**src/rtl/tmds_decoder.sv**
```systemverilog
// rtl/tmds_decoder.sv - TMDS channel decoder with bit-slip symbol alignment
//
// Ports:
//   clk_in      pixel clock, one raw word per cycle
//   rst_in      synchronous active-low reset
//   tmds_in     raw deserialized 10-bit word, bit 0 earliest on the wire
//   data_out    decoded pixel byte (0 for tokens or when unlocked)
//   control_out decoded control bits {C1,C0} (0 for data or when unlocked)
//   ve_out      1 = data symbol, 0 = control token or unlocked
//   locked_out  1 = symbol alignment locked
//   offset_out  current bit offset into the two-word window, 0..9
module tmds_decoder #(
    parameter int LOCK_COUNT    = 8,
    parameter int SEARCH_WINDOW = 2048,
    parameter int MAX_GAP       = 2048
) (
    input  logic       clk_in,
    input  logic       rst_in,
    input  logic [9:0] tmds_in,
    output logic [7:0] data_out,
    output logic [1:0] control_out,
    output logic       ve_out,
    output logic       locked_out,
    output logic [3:0] offset_out
);

    localparam int RUN_W = $clog2(LOCK_COUNT + 1);
    localparam int TMR_W = $clog2(SEARCH_WINDOW);
    localparam int GAP_W = $clog2(MAX_GAP);

    localparam logic [RUN_W-1:0] RUN_FULL = RUN_W'(LOCK_COUNT);
    localparam logic [RUN_W-1:0] RUN_LAST = RUN_W'(LOCK_COUNT - 1);
    localparam logic [TMR_W-1:0] TMR_LAST = TMR_W'(SEARCH_WINDOW - 1);
    localparam logic [GAP_W-1:0] GAP_LAST = GAP_W'(MAX_GAP - 1);

    typedef enum logic {
        S_SEARCH = 1'b0,
        S_LOCKED = 1'b1
    } state_t;

    state_t           r_state;
    logic [9:0]       r_prev;
    logic [9:0]       r_sym;
    logic [3:0]       r_offset;
    logic [RUN_W-1:0] r_tok_run;
    logic [TMR_W-1:0] r_timer;
    logic [GAP_W-1:0] r_gap;
    logic [7:0]       r_data;
    logic [1:0]       r_ctrl;
    logic             r_ve;
    logic             r_locked;

    logic [19:0]      w_window;
    logic [9:0]       w_sym;
    logic             w_is_tok;
    logic [1:0]       w_tok_bits;
    logic [8:0]       w_q;
    logic [7:0]       w_d;

    // The previous word sits in the low half so that window bit 0 is the
    // earliest bit on the wire; offset n skips the first n bits.
    assign w_window = {tmds_in, r_prev};
    assign w_sym    = 10'(w_window >> r_offset);

    always_comb begin
        w_is_tok   = 1'b0;
        w_tok_bits = 2'b00;
        case (r_sym)
            10'b1101010100: begin w_is_tok = 1'b1; w_tok_bits = 2'b00; end
            10'b0010101011: begin w_is_tok = 1'b1; w_tok_bits = 2'b01; end
            10'b0101010100: begin w_is_tok = 1'b1; w_tok_bits = 2'b10; end
            10'b1010101011: begin w_is_tok = 1'b1; w_tok_bits = 2'b11; end
            default:        begin w_is_tok = 1'b0; w_tok_bits = 2'b00; end
        endcase
    end

    // Undo the DC-balance inversion (bit 9), then the XOR/XNOR chain (bit 8).
    always_comb begin
        w_q    = r_sym[9] ? {r_sym[8], ~r_sym[7:0]} : r_sym[8:0];
        w_d    = 8'h00;
        w_d[0] = w_q[0];
        for (int i = 1; i < 8; i++) begin
            w_d[i] = w_q[8] ? (w_q[i] ^ w_q[i-1]) : ~(w_q[i] ^ w_q[i-1]);
        end
    end

    always_ff @(posedge clk_in) begin
        if (!rst_in) begin
            r_state   <= S_SEARCH;
            r_prev    <= '0;
            r_sym     <= '0;
            r_offset  <= '0;
            r_tok_run <= '0;
            r_timer   <= '0;
            r_gap     <= '0;
            r_data    <= '0;
            r_ctrl    <= '0;
            r_ve      <= 1'b0;
            r_locked  <= 1'b0;
        end else begin
            r_prev   <= tmds_in;
            r_sym    <= w_sym;
            r_locked <= (r_state == S_LOCKED);

            // Output stage is gated by the same state that drives locked_out,
            // so ve/control/data and locked_out switch together.
            if (r_state == S_LOCKED) begin
                if (w_is_tok) begin
                    r_ve   <= 1'b0;
                    r_ctrl <= w_tok_bits;
                    r_data <= 8'h00;
                end else begin
                    r_ve   <= 1'b1;
                    r_ctrl <= 2'b00;
                    r_data <= w_d;
                end
            end else begin
                r_ve   <= 1'b0;
                r_ctrl <= 2'b00;
                r_data <= 8'h00;
            end

            case (r_state)
                S_SEARCH: begin
                    // Lock is checked before timer expiry so it wins a tie.
                    if (w_is_tok && (r_tok_run == RUN_LAST)) begin
                        r_state   <= S_LOCKED;
                        r_tok_run <= RUN_FULL;
                        r_gap     <= '0;
                    end else if (r_timer == TMR_LAST) begin
                        r_offset  <= (r_offset == 4'd9) ? 4'd0 : r_offset + 4'd1;
                        r_timer   <= '0;
                        r_tok_run <= '0;
                    end else begin
                        r_timer <= r_timer + TMR_W'(1);
                        if (!w_is_tok) begin
                            r_tok_run <= '0;
                        end else if (r_tok_run != RUN_FULL) begin
                            r_tok_run <= r_tok_run + RUN_W'(1);
                        end
                    end
                end
                S_LOCKED: begin
                    if (w_is_tok) begin
                        r_gap <= '0;
                    end else if (r_gap == GAP_LAST) begin
                        r_state   <= S_SEARCH;
                        r_timer   <= '0;
                        r_tok_run <= '0;
                    end else begin
                        r_gap <= r_gap + GAP_W'(1);
                    end
                end
                default: r_state <= S_SEARCH;
            endcase
        end
    end

    assign data_out    = r_data;
    assign control_out = r_ctrl;
    assign ve_out      = r_ve;
    assign locked_out  = r_locked;
    assign offset_out  = r_offset;

endmodule
```
**config.mk**
```make
export PLATFORM = sky130hd
export DESIGN_NAME = tmds_decoder
export DESIGN_NICKNAME = d
export VERILOG_FILES = /design/src/rtl/tmds_decoder.sv
export SDC_FILE = /design/constraint.sdc
export NUM_CORES = 1
export LEC_CHECK = 0
export CELL_PAD_IN_SITES_DETAIL_PLACEMENT = 0
export CELL_PAD_IN_SITES_GLOBAL_PLACEMENT = 1
export CORE_MARGIN = 2
export CORE_UTILIZATION = 44
export DETAILED_ROUTE_END_ITERATION = 8
export HOLD_SLACK_MARGIN = 0.05
export PLACE_DENSITY = 0.81
export SYNTH_ARGS = -nofsm -noshare
export SYNTH_HDL_FRONTEND = slang
export SYNTH_SLANG_ARGS = --single-unit
```
**constraint.sdc**
```tcl
create_clock -name clk_in -period 2.25 [get_ports clk_in]
set_input_delay 0.675 -clock clk_in [delete_from_list [all_inputs] [get_ports clk_in]]
set_output_delay 0.675 -clock clk_in [all_outputs]
set_load 0.01 [all_outputs]
```
==> flow_metrics.py <==
metrics = {
    "worst_setup_path": {
        "worstPathArrival_ns": 2.35,
        "crit_chain": "or4b_4 -> nor4b_4 -> nor3_4 -> buf_4 -> nor4_2 -> xnor2_1 -> nor2_1",
        "worst_ep_required_time_ns": 2.49,
        "critical_path.top_delay_family": "simple AND/OR/NAND/NOR gates",
        "start_kind": "register",
        "crit_fanout": 7,
        "crit_type": "reg2reg",
        "cp_num_buf_inv": 1,
        "cpPeakStageDelay_ns": 0.57,
        "worstReg2RegStart": "r_sym[6]",
        "cp-end-kind": "register",
        "slowest_stage": "or4b_4",
        "cp-startpoint": "r_sym[6]",
    },
    "timing": {
        "slew_viol_final": 0,
        "fin_tns_setup_ns": 0,
        "finalCritPeriodShare": 0.9388,
        "final_hold_viol_count": 0,
        "slew_headroom": 0.6674,
        "skew_ns": 0.008853,
        "timing.final.ws_setup_ns": 0.1377,
        "setup_viol": 0,
        "fmax_mhz": 473.4,
        "tightest_slew_ns": 0.4924,
        "layout_min_cycle_time_ns": 2.112,
    },
    "routing": {
        "drt.antenna.violating_nets": 0,
        "drt-pass1-iter-count": 4,
        "wl_per_cell_um": 13.87,
        "num_vias": 2688,
        "vias_per_cell": 5.250,
        "drt_iter0_markers": 110,
        "drc": 0,
        "wl_um": 7101,
    },
    "global_routing": {
        "grt_pass1_wl_um": 12330,
        "grt_max_degree": 22,
        "grt_pass1_vias": 2620,
        "overflow": 0,
        "grt_usage": 0.1865,
        "antenna_found_initial": 0,
    },
    "synth": {
        "syn_nets": 375,
        "synthFlopType": "dfxtp_1",
        "synth_cell_types": 50,
        "avgSynthCellArea_um2": 9.027,
        "synth_edf_count": 0,
        "synth_area_um2": 3241,
        "yosysWarnings": 0,
        "synth_seq_area_share": 0.3892,
        "syn-instance-count": 359,
        "ys_async_sr_fraction": 0,
        "ys_ff_latch": 63,
    },
    "power_and_ir_drop": {
        "p_per_area_nw_per_um2": 623.1,
        "p_leak_nw": 1.524,
        "vdd_drop_max_mv": 0.3386,
        "p_total_mw": 2.536,
    },
    "status": {
        "status": "completed",
    },
    "floorplan": {
        "start_util": 0.4516,
        "core_um2": 7176,
        "pin_count": 28,
        "rows": 31,
        "die_w_um": 89.82,
        "die_h_um": 89.82,
        "dieArea_um2": 8068,
    },
    "min_path": {
        "hp-class": "reg2reg",
        "min_from": "r_timer[10]",
    },
    "clock_network": {
        "tritoncts": "yes",
        "clockBufferDepth": 2,
        "cts_max_level": 3,
        "cts_buffers": 9,
        "clockRootBuffer": "clkbuf_8",
        "clk_latency_ns": 0.34,
        "clkSlewWorstSetupHoldPaths_ns": 0.07,
        "clock_sinks": 63,
    },
    "finish": {
        "final_nets": 424,
        "finalNonFillerCells": 512,
        "area_growth_pct": 25.60,
        "drive_gt1_frac": 0.1768,
        "design_area_um2": 4070,
        "antenna_cells": 0,
    },
    "place": {
        "io_buffers": 27,
        "pre_cts_ws_ns": -0.1439,
        "dp_hpwl_um": 5183,
        "dp.cells": 496,
        "placed_area_um2": 3777,
        "gp_congestion": 0.9301,
    },
    "flow_run": {
        "cap_violations": 0,
    },
}
stage by stage:
step | hold WS [ns] | util
6_report | 0.4686 | 0.5672
5_1_grt | 0.4964 | 0.5672
4_1_cts | 0.4721 | 0.5608
3_5_place_dp | 0.4550 | 0.5264
3_3_place_gp | 0.4389 | 0.5264
2_1_floorplan | 0.4286 | -
flip-flops by register name, summed over array words and instances (netlist names):
register     flops
r_tok_run        4
ve_out           1
r_sym           10
r_state          1
offset_out       4
r_timer         11
data_out         8
r_prev          10
locked_out       1
r_gap           11
control_out      2
synth_stat cells, types with 4 or more instances:
cell type / instances / area [um2]
mux4_2: 9 / 202.7
nand4_1: 5 / 31.28
xor2_1: 7 / 61.31
o21ai_0: 9 / 45.04
a211oi_1: 14 / 105.1
mux2_2: 4 / 45.04
nor3_1: 4 / 20.02
xnor2_1: 25 / 219.0
nand3_1: 6 / 30.03
nor4_1: 7 / 43.79
mux2i_1: 11 / 110.1
and4_1: 4 / 35.03
inv_1: 11 / 41.29
clkbuf_1: 11 / 41.29
o211ai_1: 5 / 37.54
a21oi_1: 10 / 50.05
ha_1: 4 / 50.05
nor2_1: 54 / 202.7
nand2_1: 29 / 108.9
and3_1: 7 / 43.79
dfxtp_1: 63 / 1261
and2_1: 15 / 93.84
cell families after synthesis:
kind of cell | after synthesis | synth area share
XOR/XNOR | 32 | 0.08649
adder cells (fa/ha/maj) | 4 | 0.01544
flip-flops | 63 | 0.3892
multiplexers | 24 | 0.1104
AO/OA/AOI/OAI | 54 | 0.1124
buffers and inverters | 32 | 0.04324
AND/OR/NAND/NOR | 150 | 0.2429
cell type report:
cell class | count | area [um2]
fill | 643 | 3105
multi-input combinational | 264 | 1884
sequential | 63 | 1265
timing repair buffer | 58 | 506.7
clock buffer | 10 | 137.6
tap | 99 | 123.9
clock inverter | 6 | 107.6
inverter | 12 | 45.04
routing by layer:
metal | share of wire | track usage
met1 | 0.48 | 0.2410
met2 | 0.48 | 0.3049
met5 | 0 | 0
met4 | 0.018 | 0.07051
met3 | 0.031 | 0.04359
power by group:
group	switching [mW]	total [mW]	internal (mW)
Clock	0.453	1.22	0.762
Combinational	0.0763	0.166	0.0897
Sequential	0.0182	1.15	1.14
worst paths after layout:
path                            cells past startpoint  slack, ns     endpoint
worst max register to register                      7       0.14     r_gap[9]
worst max-delay path                                7       0.14     r_gap[9]
worst min register to register                      2       0.47  r_timer[10]
worst min-delay path                                2       0.47  r_timer[10]
cell usage in the layout (no fill, tap or decap), drive strengths merged, types with 7 or more instances in the layout:
master / instances
mux4: 9
clkbuf: 10
inv: 11
a211oi: 14
nand2: 29
xor2: 7
nor4: 7
a21oi: 10
clkdlybuf4s50: 27
xnor2: 25
buf: 31
o21ai: 10
nor2: 54
mux2i: 11
and3: 7
and2: 15
dfxtp: 63
tightest hold or removal path, cell delays in order (launching register included):
cell and delay, ns:
dfxtp_1 0.32, a31oi_1 0.04, nor2_1 0.07
what timing repair did:
item                                   in CTS  in global routing
pin swaps                                   0                  2
buffers inserted                            0                  0
endpoints found under the hold margin       0                  0
hold buffers                                0                  0
setup endpoints to repair                   1                 20
resized for setup                           1                 10
No activity file was read; power rests on OpenSTA's default activity.
